`src/rtl/elastic_pipe_register.sv`:
```
// Multi-stage valid/ready pipeline register with bubble collapsing and synchronous flush.
// in_ready is combinational from out_ready; all other outputs come straight from flops.
module elastic_pipe_register #(
  parameter int unsigned WORD_LENGTH = 32,
  parameter int unsigned DEPTH       = 2
) (
  input  logic                           clk,
  input  logic                           reset,
  input  logic                           flush,
  input  logic                           in_valid,
  output logic                           in_ready,
  input  logic [WORD_LENGTH-1:0]         in_data,
  output logic                           out_valid,
  input  logic                           out_ready,
  output logic [WORD_LENGTH-1:0]         out_data,
  output logic [$clog2(DEPTH+1)-1:0]     occupancy
);

  localparam int unsigned OCC_W = $clog2(DEPTH + 1);

  logic [DEPTH-1:0]       v_q, v_d;
  logic [WORD_LENGTH-1:0] d_q [DEPTH];
  logic [WORD_LENGTH-1:0] d_d [DEPTH];
  logic [OCC_W-1:0]       occ_q, occ_d;
  logic [DEPTH:0]         rdy_c;

  // An empty stage is always ready, which packs words toward the output under stall.
  always_comb begin
    rdy_c        = '0;
    rdy_c[DEPTH] = out_ready;
    for (int k = int'(DEPTH) - 1; k >= 0; k--) begin
      rdy_c[k] = !v_q[k] | rdy_c[k+1];
    end
  end

  assign in_ready = rdy_c[0] & !flush;

  // Stage advance; data only moves with a valid word so bubbles leave it stale.
  always_comb begin
    v_d = v_q;
    d_d = d_q;
    if (flush) begin
      v_d = '0;
    end else begin
      if (rdy_c[0]) begin
        v_d[0] = in_valid;
        if (in_valid) begin
          d_d[0] = in_data;
        end
      end
      for (int k = 1; k < int'(DEPTH); k++) begin
        if (rdy_c[k]) begin
          v_d[k] = v_q[k-1];
          if (v_q[k-1]) begin
            d_d[k] = d_q[k-1];
          end
        end
      end
    end
  end

  always_comb begin
    occ_d = '0;
    for (int k = 0; k < int'(DEPTH); k++) begin
      occ_d = occ_d + OCC_W'(v_d[k]);
    end
  end

  always_ff @(posedge clk or negedge reset) begin
    if (!reset) begin
      v_q   <= '0;
      occ_q <= '0;
      for (int k = 0; k < int'(DEPTH); k++) begin
        d_q[k] <= '0;
      end
    end else begin
      v_q   <= v_d;
      occ_q <= occ_d;
      for (int k = 0; k < int'(DEPTH); k++) begin
        d_q[k] <= d_d[k];
      end
    end
  end

  assign out_valid = v_q[DEPTH-1];
  assign out_data  = d_q[DEPTH-1];
  assign occupancy = occ_q;

endmodule

```
`config.mk`:
```
export PLATFORM = sky130hd
export DESIGN_NAME = elastic_pipe_register
export DESIGN_NICKNAME = d
export VERILOG_FILES = /design/src/rtl/elastic_pipe_register.sv
export SDC_FILE = /design/constraint.sdc
export NUM_CORES = 1
export LEC_CHECK = 0
export ABC_AREA = 0
export CAP_MARGIN = 20
export CORE_MARGIN = 8
export CORE_UTILIZATION = 23
export CTS_BUF_LIST = sky130_fd_sc_hd__clkbuf_4
export DETAILED_ROUTE_END_ITERATION = 7
export DONT_BUFFER_PORTS = 1
export SYNTH_ARGS = -nofsm -noshare
export SYNTH_HDL_FRONTEND = slang
export SYNTH_SLANG_ARGS = --single-unit
```
`constraint.sdc`:
```
create_clock -name clk -period 2.1 [get_ports clk]
set_input_delay 0.42 -clock clk [delete_from_list [all_inputs] [get_ports clk]]
set_output_delay 0.42 -clock clk [all_outputs]
set_load 0.005 [all_outputs]
```
==> metrics, run 1 <==
status finished, final reports clean; die footprint 16600 sq um; R2R cell count 4; critical path type flip-flop to flip-flop; Post-Syn Area between 2000 and 3000 sq um; Congestion Overflow GR 0; maximum clock frequency 0.568 GHz; Seq/Total Area, Yosys 58.1%; Synth area leaders dfrtp_1 (58%), mux2_4 (15%), mux2_2 (13%); gr usage total ~7.4%; RSZ-0062 raised after global routing no; r2r startpoint v_q[1]; Max-cap violations 0; Hold Fails Final Rpt 0; vias after detailed routing ~1300; DR vias/cell around 3.7; post-synthesis net count roughly 220; simple-gate share of the synthesized area under 10%; Gate Count Post-Synth 181; worst slew pin tran between 0.3 and 0.4 ns; DRT Pass-1 Iters 3; Yosys cell types 13; average size of a mapped cell about 16 sq um; DPL Wire Length 3790 um; Critical Path Sink Type flip-flop; First DRT Iteration DRCs 22; XOR/XNOR Fraction of Synth Area 0%; CP required roughly 2.4 ns; Final setup viols 0; VDD IR max between 0.0002 and 0.0003 V; main combinational cell family by area after synthesis multiplexers; flops & latches, synth between 60 and 70; Post-Route WL 5640 um; final period utilization between 80% and 90%; DRC Markers 0; portion of netlist area occupied by mux cells 28.4%; CORE AREA between 10000 and 15000 sq um; largest net degree at the start of global routing between 60 and 70; # Post-CTS Setup Buffers 0; Crit path arrival time just over 2 ns; origin of the worst setup path v_q[1]; height of the die around 130 um; Inst Count DP around 320; pre-CTS WS 0.343 ns; gr busiest metal met2; Pwr per Cell Area 1010 nW/um^2; setup slack after layout approximately 0.34 ns; max-slew violation count 0; Max-slew headroom 76.4%; most frequent cells in the layout dfrtp_1 (68), mux2_2 (34), mux2_4 (30), clkbuf_4 (13), nor2_1 (5); fin crit period 1.76 ns; Clock Latency Late Sink 0.41 ns; antenna viol nets, final 0; setup TNS after final layout 0 ns; leading cell type in the layout, fill and taps excluded dfrtp_1; Buffers on Ports 0; Die W about 130 um; Finished Cell Area approximately 3000 sq um; GR Util met3 roughly 4.5%; CP Launch Type flip-flop; TritonCTS Buffers 9; first-pass GRT wire length approximately 8700 um; Leak Pwr 1.36 nW; clock sink count 68; Placer Congestion 0.638; Hold Crit Class input pin to flip-flop; vias in the first global route ~1400; starting density of the core 23.4%; io pins 73; CTS tree built; Net count, final 196; CTS root buffer clkbuf_4; met1 usage 7.55%; Critical Path Sink d_q[40]; Clock Pin Slew Worst Setup and Hold Paths 0.10 ns; CTS H-Tree Depth 3; Area Growth Syn to Fin 4.01%; Post-Synth Adder-Cell Area less than 1%; Yosys top cell by area dfrtp_1; Non-Filler Instances 336; clock skew around 0.012 ns; wire per inst 16.8 um; CP max FO 23; Placed Area between 2000 and 3000 sq um; Rows 41; Yosys top cell area share 58.1%; Compound-Gate Fraction of Synth Area 0%; Reg2Reg Setup Slack between 0.3 and 0.4 ns; CTS Buffer Depth 2; initial antenna violation count 1; share of cells above drive strength 1 slightly above 50%; worst r2r dst d_q[40]; Syn. warnings 0; met2 GRT Util approximately 11%
[cell type report]
| cell class | count | area, sq um |
|---|---|---|
| Clock buffer | 13 | 97.6 |
| Timing Repair Buffer | 5 | 85.1 |
| Clock inverter | 3 | 37.5 |
| Sequential cell | 68 | 1700 |
| Tap cell | 172 | 215 |
| Antenna cell | 1 | 2.50 |
| Fill cell | 1318 | 9470 |
| Multi-Input combinational cell | 74 | 908 |
[logic make-up (layout without fill, tap and decap cells)]
group	after synthesis	count (layout)
DFF	68	68
buffers and inverters	39	21
other	0	1
adders and majority gates	1	1
and+or+nand+nor	9	9
muxes	64	64
[power by group]
part           switching, mW  total [mW]  internal [mW]
Clock                  0.448       0.859          0.411
Combinational          0.126       0.414          0.288
Sequential             0.213        1.81           1.59
[metal layers]
metal	wire (um)	up-vias
met5	0	-
met4	153	0
met3	623	12
met2	2670	44
met1	2190	660
li1	-	541
[flip-flops by register name (all words and copies together) (netlist names)]
name       cells
d_q           32
out_data      32
occupancy      2
v_q            2
[critical path, cell delays in order, from the launching register on]
cell	delay [ns]
dfrtp_1	0.43
and3b_1	0.20
or3b_2	0.49
buf_12	0.21
mux2_4	0.31
[repair_timing]
| item | in CTS | in global routing |
|---|---|---|
| hold buffers | 2 | 0 |
| gates resized for setup | 0 | 0 |
| hold endpoints to repair | 68 | 0 |
[how the worst min path moves through the flow]
stage	start	to	slack, ns	cells past startpoint
floorplan	reset	d_q[32]	0.12	0
global placement	reset	out_data[30]	0.13	0
detailed placement	reset	d_q[62]	0.13	0
CTS	flush	v_q[0]	0.01	1
global route	flush	v_q[0]	0.02	1
finish	flush	v_q[0]	0.08	1
[cell usage after synthesis, drive strengths merged]
cell type and number:
or3b 1, nor3b 1, and2b 1, mux2 64, ha 1, nor2 5
and3b 1, dfrtp 68, buf 39
[metrics by stage]
stage	hold slack, ns	util (%)	total power, mW
finish	0.0755	24.4	3.08
global route	0.0197	24.3	3.28
CTS	0.0116	24.3	3.17
detailed placement	0.127	23.0	2.24
global placement	0.127	23.0	2.21
floorplan	0.124	-	2.36
(Power assumes the default switching activity.)
==> run 2, diff against run 1 <==
--- a/config.mk
+++ b/config.mk
@@ -5,7 +5,7 @@
 export SDC_FILE = /design/constraint.sdc
 export NUM_CORES = 1
 export LEC_CHECK = 0
-export ABC_AREA = 0
+export ABC_AREA = 1
 export CAP_MARGIN = 20
 export CORE_MARGIN = 8
 export CORE_UTILIZATION = 23
==> constraint.sdc (replaced) <==
create_clock -name clk -period 1.5 [get_ports clk]
set_input_delay 0.3 -clock clk [delete_from_list [all_inputs] [get_ports clk]]
set_output_delay 0.3 -clock clk [all_outputs]
set_load 0.005 [all_outputs]
==> run 2 against run 1 <==
The flow now finishes with violations (negative hold slack). Routed wire length grew 29%. Clock-buffer cell count shrank 4. Worst setup slack lost 0.22 ns. Die area grew 1.8%. Synthesized cell count grew 80%. Utilization grew 2.6 points. First-iteration DRC count grew to 5.1 times the previous value. Critical path type is now flip-flop to output pin. Highest routed layer is now met5.
==> metrics, run 2 <==
DRT Pass-1 Iters 4; CTS H-Tree Depth 3; Congestion Overflow GR 0; Net count, final roughly 360; total power 4.35 mW; Hold Crit Class input pin to async pin; vias after detailed routing roughly 2100; Max-cap violations 0; Yosys top cell area share 56.9%; combinational share of power 10.2%; CP max FO 3; final core utilization a little over a quarter; post-synthesis net count 363; Buf/Inv on CP 1; ys async rst share 100%; CP Launch Type flip-flop; Post-Syn Area about 3000 sq um; CP required between 1 and 1.5 ns; CTS Hold Bufs 33; Critical Path Sink Type output pin; TritonCTS Buffers 9; status finished, violations left; max-slew violation count 0; fin crit period 1.38 ns; leading cell type in the layout, fill and taps excluded nand2_1; crit-path cells nand3_4 > nand2_1 > inv_1; average size of a mapped cell 9.20 sq um; Primary FF master, synth dfrtp_1; largest net degree at the start of global routing 69; WHS -0.440 ns; Max-slew headroom between 70% and 80%; CTS root buffer clkbuf_4; Placer Congestion 0.671; gr usage total 9.37%; Pwr per Cell Area about 1300 nW/um^2; Hold Fails Final Rpt 68; Yosys top cell by area dfrtp_1; DRC Markers 0; internal power around 3.2 mW; net switching power ~1.2 mW; Die W approximately 130 um; Final setup viols 0; flops & latches, synth around 70; Synth area leaders dfrtp_1 (57%), nand2_1 (16%), nand3_1 (11%); final period utilization ~92%; CTS Buffer Depth 2; io pins 73; Post-synth EDFFs 0; Rows around 40; delay-heaviest family, CP flip-flops; cell at the slowest stage of the critical path dfrtp_2; most instantiated library cell after synthesis nand2_1; starting density of the core 23.6%; most frequent cells in the layout nand2_1 (130), dfrtp_1 (67), nand3_1 (64), dlygate4sd3_1 (33), clkbuf_4 (9); Inst Count DP roughly 450; share of cells above drive strength 1 between 8 and 9%; R2R cell count 5; Clock Latency Late Sink about 0.43 ns; clock network fraction of design power approximately 36%; die footprint about 17000 sq um; antenna viol nets, final 0; RSZ-0062 raised after global routing no; setup TNS after final layout 0 ns; switch share a little over a quarter; critical path type flip-flop to output pin; vias in the first global route 2172; worst slew pin tran 0.388 ns; clock skew about 0.018 ns; First DRT Iteration DRCs about 110; Gate Count Post-Synth between 300 and 400; Post-Route WL 7290 um; Area Growth Syn to Fin 14.4%; maximum clock frequency 0.723 GHz; first-pass GRT wire length between 10000 and 15000 um; Clock Pin Slew Worst Setup and Hold Paths 0.12 ns; Seq/Total Area, Yosys between 50% and 60%; Buffers on Ports 0; CORE AREA around 13000 sq um; CTS tree built; antenna diode count 0; wire per inst 14.5 um; clock sink count between 60 and 70; Reg2Reg Setup Slack approximately 0.22 ns; VDD IR max approximately 0.00045 V; Critical Path Stages 3; Seq pwr share roughly 54%; Crit path arrival time 1.08 ns; crit-path max cell delay 0.46 ns; Leak Pwr about 1.7 nW; Post-synth top cells nand2_1 (130), dfrtp_1 (68), nand3_1 (64); DR vias/cell between 4 and 5; height of the die between 100 and 150 um; Non-Filler Instances 502; Syn. warnings 0; Yosys cell types 12; violations in the final reports negative hold slack; DPL Wire Length 5010 um; initial antenna violation count 1
==> run 2: changes by cell type in the layout (fill, tap and decap cells not counted), sizes merged, moves of 3 or more <==
| cell | delta |
|---|---|
| clkbuf | -4 |
| dlygate4sd3 | +32 |
| inv | +6 |
| mux2 | -64 |
| nand2 | +132 |
| nand3 | +65 |
| nor2 | -3 |
==> run 2: path summary, 6_finish.rpt <==
kind,startpoint,endpoint
max,v_q[1],in_ready
min reg2reg,d_q[44],d_q[44]
max reg2reg,v_q[1],d_q[47]
min,reset,d_q[41]
min in group clk,flush,d_q[60]
max in group asynchronous,reset,d_q[34]
==> run 2: metrics by stage <==
stage	instance area, sq um	setup WS, ns
floorplan	2990	0.221
global placement	2880	0.243
detailed placement	2880	0.195
CTS	3420	0.0364
global route	3420	0.00967
finish	3420	0.117
==> run 2: timing repair <==
item | 4_1_cts | 5_1_grt
gates resized for setup | 1 | 1
pin swaps | 1 | 0
hold endpoints to repair | 102 | 68
buffers inserted | 1 | 0
setup endpoints to repair | 1 | 1
==> run 2: power by group through the flow <==
stage               logic (mW)  clock network, mW  registers [mW]
floorplan                0.597                  0            2.29
global placement         0.359                  0            2.40
detailed placement       0.375                  0            2.41
CTS                      0.454               1.63            2.37
global route             0.521               1.69            2.41
finish                   0.442               1.55            2.36
==> run 2: cell families (layout without fill, tap and decap cells) <==
family	Yosys count	count (layout)	share of synthesized area (%)
simple gates	199	199	28.9
flops	68	68	56.9
buf+inv	55	60	13.4
compound gates	2	2	0.335
fa+ha+maj	1	1	0.419
==> run 2: area by class of cell <==
cell class                 count  area, sq um
clock buffer                   9         67.6
sequential                    68         1700
tap                          172          215
clock inverter                 7          123
fill                        1375         9250
inverter                       5         18.8
multi-input combinational    202          893
timing repair buffer          39          400
==> run 2: layer usage <==
| layer | routed length (um) | vias up | GRT usage, % |
|---|---|---|---|
| li1 | - | 1008 | - |
| met1 | 3130 | 964 | 11.1 |
| met2 | 3320 | 66 | 13.8 |
| met3 | 646 | 14 | 3.92 |
| met4 | 174 | 2 | 5.81 |
| met5 | 13 | - | 0 |
==> run 3, diff against run 2 <==
--- a/config.mk
+++ b/config.mk
@@ -7,7 +7,6 @@
 export LEC_CHECK = 0
 export ABC_AREA = 1
 export CAP_MARGIN = 20
-export CORE_MARGIN = 8
 export CORE_UTILIZATION = 23
 export CTS_BUF_LIST = sky130_fd_sc_hd__clkbuf_4
 export DETAILED_ROUTE_END_ITERATION = 7
==> run 3 against run 2 <==
The run still ends with negative hold slack left. Sequential power barely moved. Total power down 5.7%. Critical path depth stayed put. Via count shrank 0.73%. Clock power decreased by 15%. Clock-buffer cell count up 1. Global-route usage rose by 1.9 points.
==> metrics, run 3 (same netlist as run 2, synthesis figures left out) <==
First DRT Iteration DRCs 73; io pins 73; leading cell type in the layout, fill and taps excluded nand2_1; Pwr per Cell Area about 1200 nW/um^2; setup slack after layout roughly 0.11 ns; # Post-CTS Setup Buffers 0; height of the die roughly 120 um; Inst Count DP approximately 450; TritonCTS Buffers 9; # fillers approximately 1400; final core utilization approximately a quarter; CORE AREA around 13000 sq um; die footprint between 10000 and 15000 sq um; max-slew violation count 0; CTS Buffer Depth 2; setup TNS after final layout 0 ns; largest net degree at the start of global routing 69; violations in the final reports negative hold slack; clock skew 0.00724 ns; critical path type flip-flop to output pin; fin crit period approximately 1.4 ns; gr usage total 11.3%; Leak Pwr 1.70 nW; Placer Congestion between 0.6 and 0.7; pre-CTS WS about 0.27 ns; maximum clock frequency around 0.7 GHz; antenna viol nets, final 0; Max-slew headroom 75.9%; status finished, violations left; Critical Path Sink Type output pin; Buffers on Ports 0; CTS root buffer clkbuf_4; Hold Fails Final Rpt 68; DRT Pass-1 Iters 4; VDD IR max a little under 0.0005 V; final period utilization a little over 90%; vias in the first global route 2044; CTS Hold Bufs 30; Die W 116 um; CP Launch Type flip-flop; initial antenna violation count 0; CTS H-Tree Depth 3; total power slightly above 4 mW; Final setup viols 0; DPL Wire Length roughly 4600 um; DR vias/cell between 4 and 5; starting density of the core between 20% and 30%; Post-Route WL slightly below 7000 um; Congestion Overflow GR 0; Clock Latency Late Sink 0.40 ns; Area Growth Syn to Fin 12.2%; wire per inst roughly 14 um; first-pass GRT wire length about 11000 um; vias after detailed routing between 2000 and 2500; Rows between 40 and 50; Net count, final 360; antenna diode count 0; CP max FO 5; clock sink count between 60 and 70; CP required roughly 1.2 ns; share of cells above drive strength 1 7.98%; Crit path arrival time around 1.1 ns; most frequent cells in the layout nand2_1 (130), dfrtp_1 (67), nand3_1 (64), dlygate4sd3_1 (30), clkbuf_4 (10); Clock Pin Slew Worst Setup and Hold Paths 0.10 ns; Non-Filler Instances ~500; CTS tree built; WHS -0.412 ns; worst slew pin tran between 0.3 and 0.4 ns; Hold Crit Class input pin to async pin; Max-cap violations 0; DRC Markers 0; RSZ-0062 raised after global routing no
-- run 3: power by group --
part           switching, mW  internal, mW  total (mW)  leakage (nW)
clock network          0.634         0.682        1.32        0.0839
registers              0.226          2.13        2.36         0.860
logic                  0.234         0.197       0.431         0.757
total                   1.09          3.01        4.10          1.70
-- run 3: worst max-delay path, stage by stage, from the launching register on --
cell and delay (ns):
dfrtp_2 0.46, nand3_4 0.10, nand2_1 0.07, inv_1 0.07
-- run 3: timing repair --
item | CTS | global route
cloned | 0 | 0
endpoints found under the setup margin | 1 | 1
pin swaps | 0 | 1
resized for setup | 1 | 1
hold endpoints to repair | 99 | 68
-- run 3: final timing paths --
kind | startpoint | end | slack, ns | depth (start not counted)
max | v_q[1] | in_ready | 0.11 | 3
min | reset | d_q[41] | -0.41 | 0
max reg2reg | v_q[1] | out_data[4] | 0.27 | 4
min reg2reg | d_q[44] | d_q[44] | 0.48 | 2
max in group asynchronous | reset | v_q[1] | 1.75 | 0
min in group clk | in_data[8] | d_q[40] | 0.06 | 2
-- run 3: cell type report --
| cell class | instances | area (sq um) | share of cell area, % |
|---|---|---|---|
| clock buffer | 10 | 75.1 | 2.24 |
| clock inverter | 5 | 77.6 | 2.31 |
| inverter | 5 | 18.8 | 0.560 |
| multi-input combinational | 202 | 893 | 26.6 |
| sequential | 68 | 1700 | 50.8 |
| tap | 172 | 215 | 6.42 |
| timing repair buffer | 36 | 370 | 11.0 |
-- run 3: stage by stage --
step           instance area (sq um)  hold WS, ns
4_1_cts                         3350       -0.487
6_report                        3350       -0.412
3_5_place_dp                    2890      0.00669
3_3_place_gp                    2890      0.00680
5_1_grt                         3350       -0.494
2_1_floorplan                   2990      0.00441
-- run 3: layer usage --
layer | part of all wire (%) | vias up | GRT usage (%)
met5 | 0 | - | 0
met4 | 1.2 | 0 | 4.10
met3 | 5.9 | 6 | 4.65
met2 | 46 | 52 | 16.1
met1 | 47 | 987 | 15.2
li1 | - | 994 | -
